**src/rtl/alu_pkg.sv**
```systemverilog
// Shared ALU datapath constants: default operand width and carry-lookahead group size.
package alu_pkg;

    localparam int ALU_WIDTH   = 32;
    localparam int ALU_GROUP   = 4;
    localparam int ALU_NGROUPS = ALU_WIDTH / ALU_GROUP;

endpackage : alu_pkg

```
**src/rtl/cla_group_pg.sv**
```systemverilog
// Reduces one lookahead group's per-bit propagate/generate terms to group GP/GG.
module cla_group_pg
    import alu_pkg::*;
#(
    parameter int GROUP = ALU_GROUP
) (
    input  logic [GROUP-1:0] p,
    input  logic [GROUP-1:0] g,
    output logic             gp,
    output logic             gg
);

    // NOTE: every output gets a value at the top of the block, so no path leaves one unassigned and no latch is inferred.
    always_comb begin
        gp = &p;
        gg = g[0];
        for (int k = 1; k < GROUP; k++) begin
            gg = g[k] | (p[k] & gg);
        end
    end

endmodule : cla_group_pg

```
**src/rtl/cla_pipe_adder.sv**
```systemverilog
// Two-stage pipelined carry-lookahead adder/subtractor with valid/ready on both sides.
// Stage 1 registers per-bit and per-group P/G; stage 2 resolves carries, sum and flags.
module cla_pipe_adder
    import alu_pkg::*;
#(
    parameter int WIDTH = ALU_WIDTH,
    parameter int GROUP = ALU_GROUP
) (
    input  logic             clk,
    input  logic             rst_n,
    input  logic             flush,
    input  logic             in_valid,
    output logic             in_ready,
    input  logic [WIDTH-1:0] a,
    input  logic [WIDTH-1:0] b,
    input  logic             cin,
    input  logic             sub,
    output logic             out_valid,
    input  logic             out_ready,
    output logic [WIDTH-1:0] sum,
    output logic             cout,
    output logic             overflow,
    output logic             zero
);

    localparam int NGROUPS = WIDTH / GROUP;

    logic               s1_valid;
    logic               s2_valid;
    logic               s2_adv;

    logic [WIDTH-1:0]   bb;
    logic               c0_d;
    logic [WIDTH-1:0]   p_d;
    logic [WIDTH-1:0]   g_d;
    logic [NGROUPS-1:0] gp_d;
    logic [NGROUPS-1:0] gg_d;

    logic [WIDTH-1:0]   s1_p;
    logic [WIDTH-1:0]   s1_g;
    logic [NGROUPS-1:0] s1_gp;
    logic [NGROUPS-1:0] s1_gg;
    logic               s1_c0;

    logic [NGROUPS:0]   gc;
    logic [WIDTH-1:0]   c;
    logic [WIDTH-1:0]   sum_d;

    assign s2_adv    = ~s2_valid | out_ready;
    assign in_ready  = ~s1_valid | s2_adv;
    assign out_valid = s2_valid;

    // Subtraction is a + ~b + 1, so the inversion and forced carry-in happen before P/G.
    assign bb   = sub ? ~b : b;
    assign c0_d = sub | cin;
    assign p_d  = a ^ bb;
    assign g_d  = a & bb;

    for (genvar j = 0; j < NGROUPS; j++) begin : g_grp
        cla_group_pg #(
            .GROUP (GROUP)
        ) u_pg (
            .p  (p_d[j*GROUP +: GROUP]),
            .g  (g_d[j*GROUP +: GROUP]),
            .gp (gp_d[j]),
            .gg (gg_d[j])
        );
    end

    // Group carries come from the lookahead chain; bits inside a group ripple from their group carry.
    always_comb begin
        gc    = '0;
        c     = '0;
        gc[0] = s1_c0;
        for (int j = 0; j < NGROUPS; j++) begin
            gc[j+1] = s1_gg[j] | (s1_gp[j] & gc[j]);
        end
        for (int j = 0; j < NGROUPS; j++) begin
            c[j*GROUP] = gc[j];
            for (int k = 1; k < GROUP; k++) begin
                c[j*GROUP+k] = s1_g[j*GROUP+k-1] | (s1_p[j*GROUP+k-1] & c[j*GROUP+k-1]);
            end
        end
        sum_d = s1_p ^ c;
    end

    // NOTE: sequential state uses non-blocking assignments so every flop samples pre-edge values.
    always_ff @(posedge clk or negedge rst_n) begin
        if (!rst_n) begin
            s1_valid <= 1'b0;
            s2_valid <= 1'b0;
            sum      <= '0;
            cout     <= 1'b0;
            overflow <= 1'b0;
            zero     <= 1'b0;
        end else begin
            if (flush) begin
                s1_valid <= 1'b0;
                s2_valid <= 1'b0;
            end else begin
                if (s2_adv) begin
                    s2_valid <= s1_valid;
                end
                if (in_ready) begin
                    s1_valid <= in_valid;
                end
            end
            if (s2_adv && s1_valid) begin
                sum      <= sum_d;
                cout     <= gc[NGROUPS];
                overflow <= c[WIDTH-1] ^ gc[NGROUPS];
                zero     <= ~|sum_d;
            end
        end
    end

    // NOTE: stage-1 data regs are deliberately not reset; s1_valid qualifies them, so stale contents are never observed.
    always_ff @(posedge clk) begin
        if (in_valid && in_ready) begin
            s1_p  <= p_d;
            s1_g  <= g_d;
            s1_gp <= gp_d;
            s1_gg <= gg_d;
            s1_c0 <= c0_d;
        end
    end

endmodule : cla_pipe_adder

```
**config.mk**
```make
export PLATFORM = sky130hd
export DESIGN_NAME = cla_pipe_adder
export DESIGN_NICKNAME = d
export VERILOG_FILES = /design/src/rtl/alu_pkg.sv /design/src/rtl/cla_group_pg.sv /design/src/rtl/cla_pipe_adder.sv
export SDC_FILE = /design/constraint.sdc
export NUM_CORES = 1
export LEC_CHECK = 0
export ABC_AREA = 1
export CAP_MARGIN = 15
export CORE_MARGIN = 2
export CORE_UTILIZATION = 56
export CTS_CLUSTER_SIZE = 20
export DETAILED_ROUTE_END_ITERATION = 6
export MAX_ROUTING_LAYER = met4
export PLACE_DENSITY = 0.86
export SYNTH_ARGS = -nofsm -noshare
export SYNTH_HDL_FRONTEND = slang
export SYNTH_HIERARCHICAL = 1
export SYNTH_SLANG_ARGS = --single-unit
```
**constraint.sdc**
```tcl
create_clock -name clk -period 4.9 [get_ports clk]
set_clock_uncertainty 0.05 [all_clocks]
set_input_delay 1.225 -clock clk [delete_from_list [all_inputs] [get_ports clk]]
set_output_delay 1.225 -clock clk [all_outputs]
set_load 0.01 [all_outputs]
```
==> flow_results.org <==
** GRT
- The first global-routing pass estimated 17.3 mm of wire.
- Met2 Resource Use GR :: 0.395
- In the global route stage, overall resource usage came out at 0.226.
- Initial antenna violation count :: 0
- In the global route stage, met3 resource usage came out at 0.0262.
- Gr busiest metal :: met2
- Summed over all layers, the global routing overflow is 0.
- Entering global routing, the biggest net connects 41 pins.
- The via count of the first global-routing pass is 3822.
- For met1 alone, demand over resource in global routing was 0.259.

** Worst setup path
- The worst setup path is captured at an output pin.
- Kind of start point of the critical path :: primary input
- The startpoint identified for the worst register-to-register timing path is s1_c0.
- Counting cells, the worst reg-to-reg path comes to 23.
- Flop-to-flop setup slack :: approximately 1.5 ns
- Arrival time of the worst setup path :: 2.39 ns
- On the worst path, the slowest cell contributes a delay of 0.55 ns.
- The slowest stage of the critical path is the clkdlybuf4s50_1 cell.
- Reg-to-reg endpoint :: zero
- In this run the worst path has a maximum fanout of 3.
- The critical path is of the primary input to output pin type.
- Dominant cell type by count on the critical path :: clkdlybuf4s50_1
- Chain of cells forming the critical path :: clkdlybuf4s50_1 -> inv_2 -> nand3_1 -> clkdlybuf4s50_1
- Required time of the worst setup path :: 3.62 ns

** Min path
- Class of the most critical hold timing path :: register to register
- Worst Hold Depth :: 2
- Hold_sp :: sum[30]
- The worst hold path terminates at sum[30].

** Route
- Wire length reported by the detailed router :: 10.7 mm
- The routed layout has 3617 vias.
- After detailed routing, the average wire length per cell comes to 14.6 um.
- Via-to-Cell Ratio :: 4.97
- In this run, the number of DRC markers left after iteration 0 of detailed routing was 170.
- Post-DRT Antenna Nets :: 0
- After detailed routing, the number of remaining DRC violations is 0.
- The first TritonRoute pass finished after 4 iterations.

** Floorplan
- The floorplan step set the die width to 102 um.
- The core region is 0.00924 mm2.
- Number of top-level pins :: 108
- The initial utilization of the core area, before any placement, comes to 0.580.
- Measured along the y axis, the die boundary spans 102 um.
- Die outline area :: 0.0104 mm2
- Placement Rows :: 35

** Placement
- Cell count after placement :: between 700 and 800
- Worst Setup Slack post-DPL :: between 1 and 1.5 ns
- The placed instances occupy a cell area of 0.00655 mm2.
- Routability-driven placement finished with a final weighted congestion of between 0.8 and 0.9.
- Summed over all nets, the half-perimeter wirelength after detailed placement is 7.91 mm.
- Port Buffers :: 107

** Synthesis
- Summing every instance area after synthesis gives 0.00536 mm2.
- Mux cell area share after synthesis :: 0
- Mean cell area of the mapped netlist :: 11.1 um2
- The synthesized design contains 73 enable-type register cells.
- Of the total synthesized cell area, the portion taken by AND, OR, NAND and NOR gates is 0.160.
- Fraction of registers with async set/reset :: 0.336
- Of the total synthesized cell area, the portion taken by XOR and XNOR cells is 0.0654.
- Synthesized-area fraction occupied by adder cells :: 0.131
- Main combinational cell family by area after synthesis :: simple AND/OR/NAND/NOR gates
- For this run, the number of Yosys warnings is 6.
- Area leader, netlist :: edfxtp_1
- Sorting the synthesized cells by area gives the leading types as edfxtp_1 41%, dfrtp_1 17%, ha_1 13%.
- nand2_1 is the most common cell in the netlist.
- Synthesis handed over a netlist of roughly 480 instances.
- Ranked by instance count, the synthesized netlist is headed by 135 x nand2_1, 73 x edfxtp_1, 56 x ha_1, 42 x inv_1, 39 x xor2_1.
- Synthesis inferred 110 register bits.
- Of the synthesized area, sequential elements account for 0.582.
- The share of synthesized area in the top cell type comes to 0.409.
- For this run, the leading register cell type out of synthesis is edfxtp_1.
- Post-Synthesis Net Count :: 610
- Synthesis instantiated 21 different standard cells from the library.
- The share of the synthesized area in compound gates (AO/OA/AOI/OAI) was 0.0194.

** Clock tree
- Max Root-Sink Buffers :: 2
- The number of setup buffers added after CTS is 0.
- Clock network latency to the later pin of the worst-skew pair :: 0.37 ns
- Root buffer cell :: clkbuf_8
- CTS resizes :: 0
- The tree built by TritonCTS fans out to 110 sinks.
- Clock tree from TritonCTS :: built
- Num CTS Buffers :: 9
- Clock-pin slew of the registers on the worst-case setup and hold paths :: 0.11 ns
- Buffers inserted to repair hold after CTS numbered 0.
- Number of H-tree levels :: 3

** Layout
- Number of antenna cells inserted :: 0
- Post-route core utilization :: 0.731
- Final Net Count :: 721
- The area growth from synthesis to layout is 26.1%.
- Post-Layout Cell Count :: 728
- Summing all non-filler instances in the final layout gives an area of 0.00675 mm2.
- In the final layout, the share of cells above drive strength 1 is 0.0968.
- Filler instances :: 626

** STA
- Derived from the worst setup path, the maximum achievable clock frequency is 273 MHz.
- RSZ-0062 raised after global routing :: no
- Worst slew margin :: 0.342
- Final critical-path setup slack :: 1.23 ns
- Setup Viol. Count Final :: 0
- Dividing the final minimum period by the clock period gives 0.749.
- Setup Total Neg Slack :: 0 ns
- Tightest Pin Transition :: between 0.9 and 1 ns
- Smallest hold slack :: 0.439 ns
- Counting I/O delays and the setup requirement, the final critical path takes between 3 and 4 ns.
- The final max-slew violation count is 0.
- Hold violation count in the final report :: 0

** Flow run
- Max-cap violations :: 0

** Power and ir drop
- In this run the static leakage power is 3.05 nW.
- Power density of the placed cells :: ~350 mW/mm2
- Total Power :: around 2.4 mW
- IR Drop Worst-Case VDD :: 0.159 mV

** Outcome
- Outcome :: finished clean
cell families (layout without fill, tap and decap cells):
| family | after synthesis | count (layout) |
|---|---|---|
| simple gates | 201 | 201 |
| flops | 110 | 110 |
| fa+ha+maj | 56 | 56 |
| buf+inv | 56 | 172 |
| xor+xnor | 40 | 40 |
| compound gates | 20 | 20 |
per-layer routing:
layer / vias up / part of all wire / wire length, um
met4: 0 / 0.022 / 230
met2: 103 / 0.54 / 5720
met1: 1700 / 0.39 / 4200
li1: 1795 / - / -
met5: - / 0 / 0
met3: 19 / 0.047 / 506
area by class of cell:
| type | count | area (um2) | share of cell area |
|---|---|---|---|
| Clock inverter | 7 | 80.1 | 0.0119 |
| Multi-Input combinational cell | 317 | 2010 | 0.298 |
| Tap cell | 129 | 161 | 0.0239 |
| Timing Repair Buffer | 110 | 1080 | 0.160 |
| Clock buffer | 9 | 124 | 0.0183 |
| Sequential cell | 110 | 3120 | 0.462 |
| Inverter | 46 | 173 | 0.0256 |
cell usage in the layout (no fill, tap or decap), types with 5 or more instances in the layout:
| cell | instances |
|---|---|
| inv_1 | 41 |
| nand2_2 | 15 |
| edfxtp_1 | 73 |
| ha_1 | 56 |
| nor2_1 | 23 |
| clkdlybuf4s50_1 | 105 |
| clkbuf_8 | 9 |
| xor2_1 | 39 |
| nand2_1 | 135 |
| dfrtp_1 | 37 |
| inv_2 | 5 |
| or2_2 | 17 |
| o21ai_0 | 16 |
state kept, by name, indices dropped and copies added (netlist names):
signal     count
cout           1
out_valid      1
overflow       1
s1_c0          1
s1_g          24
s1_gg          8
s1_gp          8
s1_p          32
s1_valid       1
sum           32
zero           1
worst max-delay path by stage:
stage | start | end | slack [ns]
after CTS | out_ready | in_ready | 1.22
after detailed placement | out_ready | in_ready | 1.22
after floorplan | out_ready | s1_c0 | 1.54
final | out_ready | in_ready | 1.23
after global routing | s1_c0 | zero | 1.15
after global placement | out_ready | in_ready | 1.26
critical path, delay by kind of cell:
family / cells / cell delay (ns)
AND/OR/NAND/NOR: 1 / 0.10
buffers and inverters: 3 / 1.06
power by group:
part | switching [mW] | total [mW] | leakage, nW | internal [mW]
Combinational | 0.293 | 0.595 | 1.76 | 0.303
Sequential | 0.0634 | 1.20 | 1.19 | 1.14
Clock | 0.312 | 0.556 | 0.102 | 0.244
(Power assumes the default switching activity.)
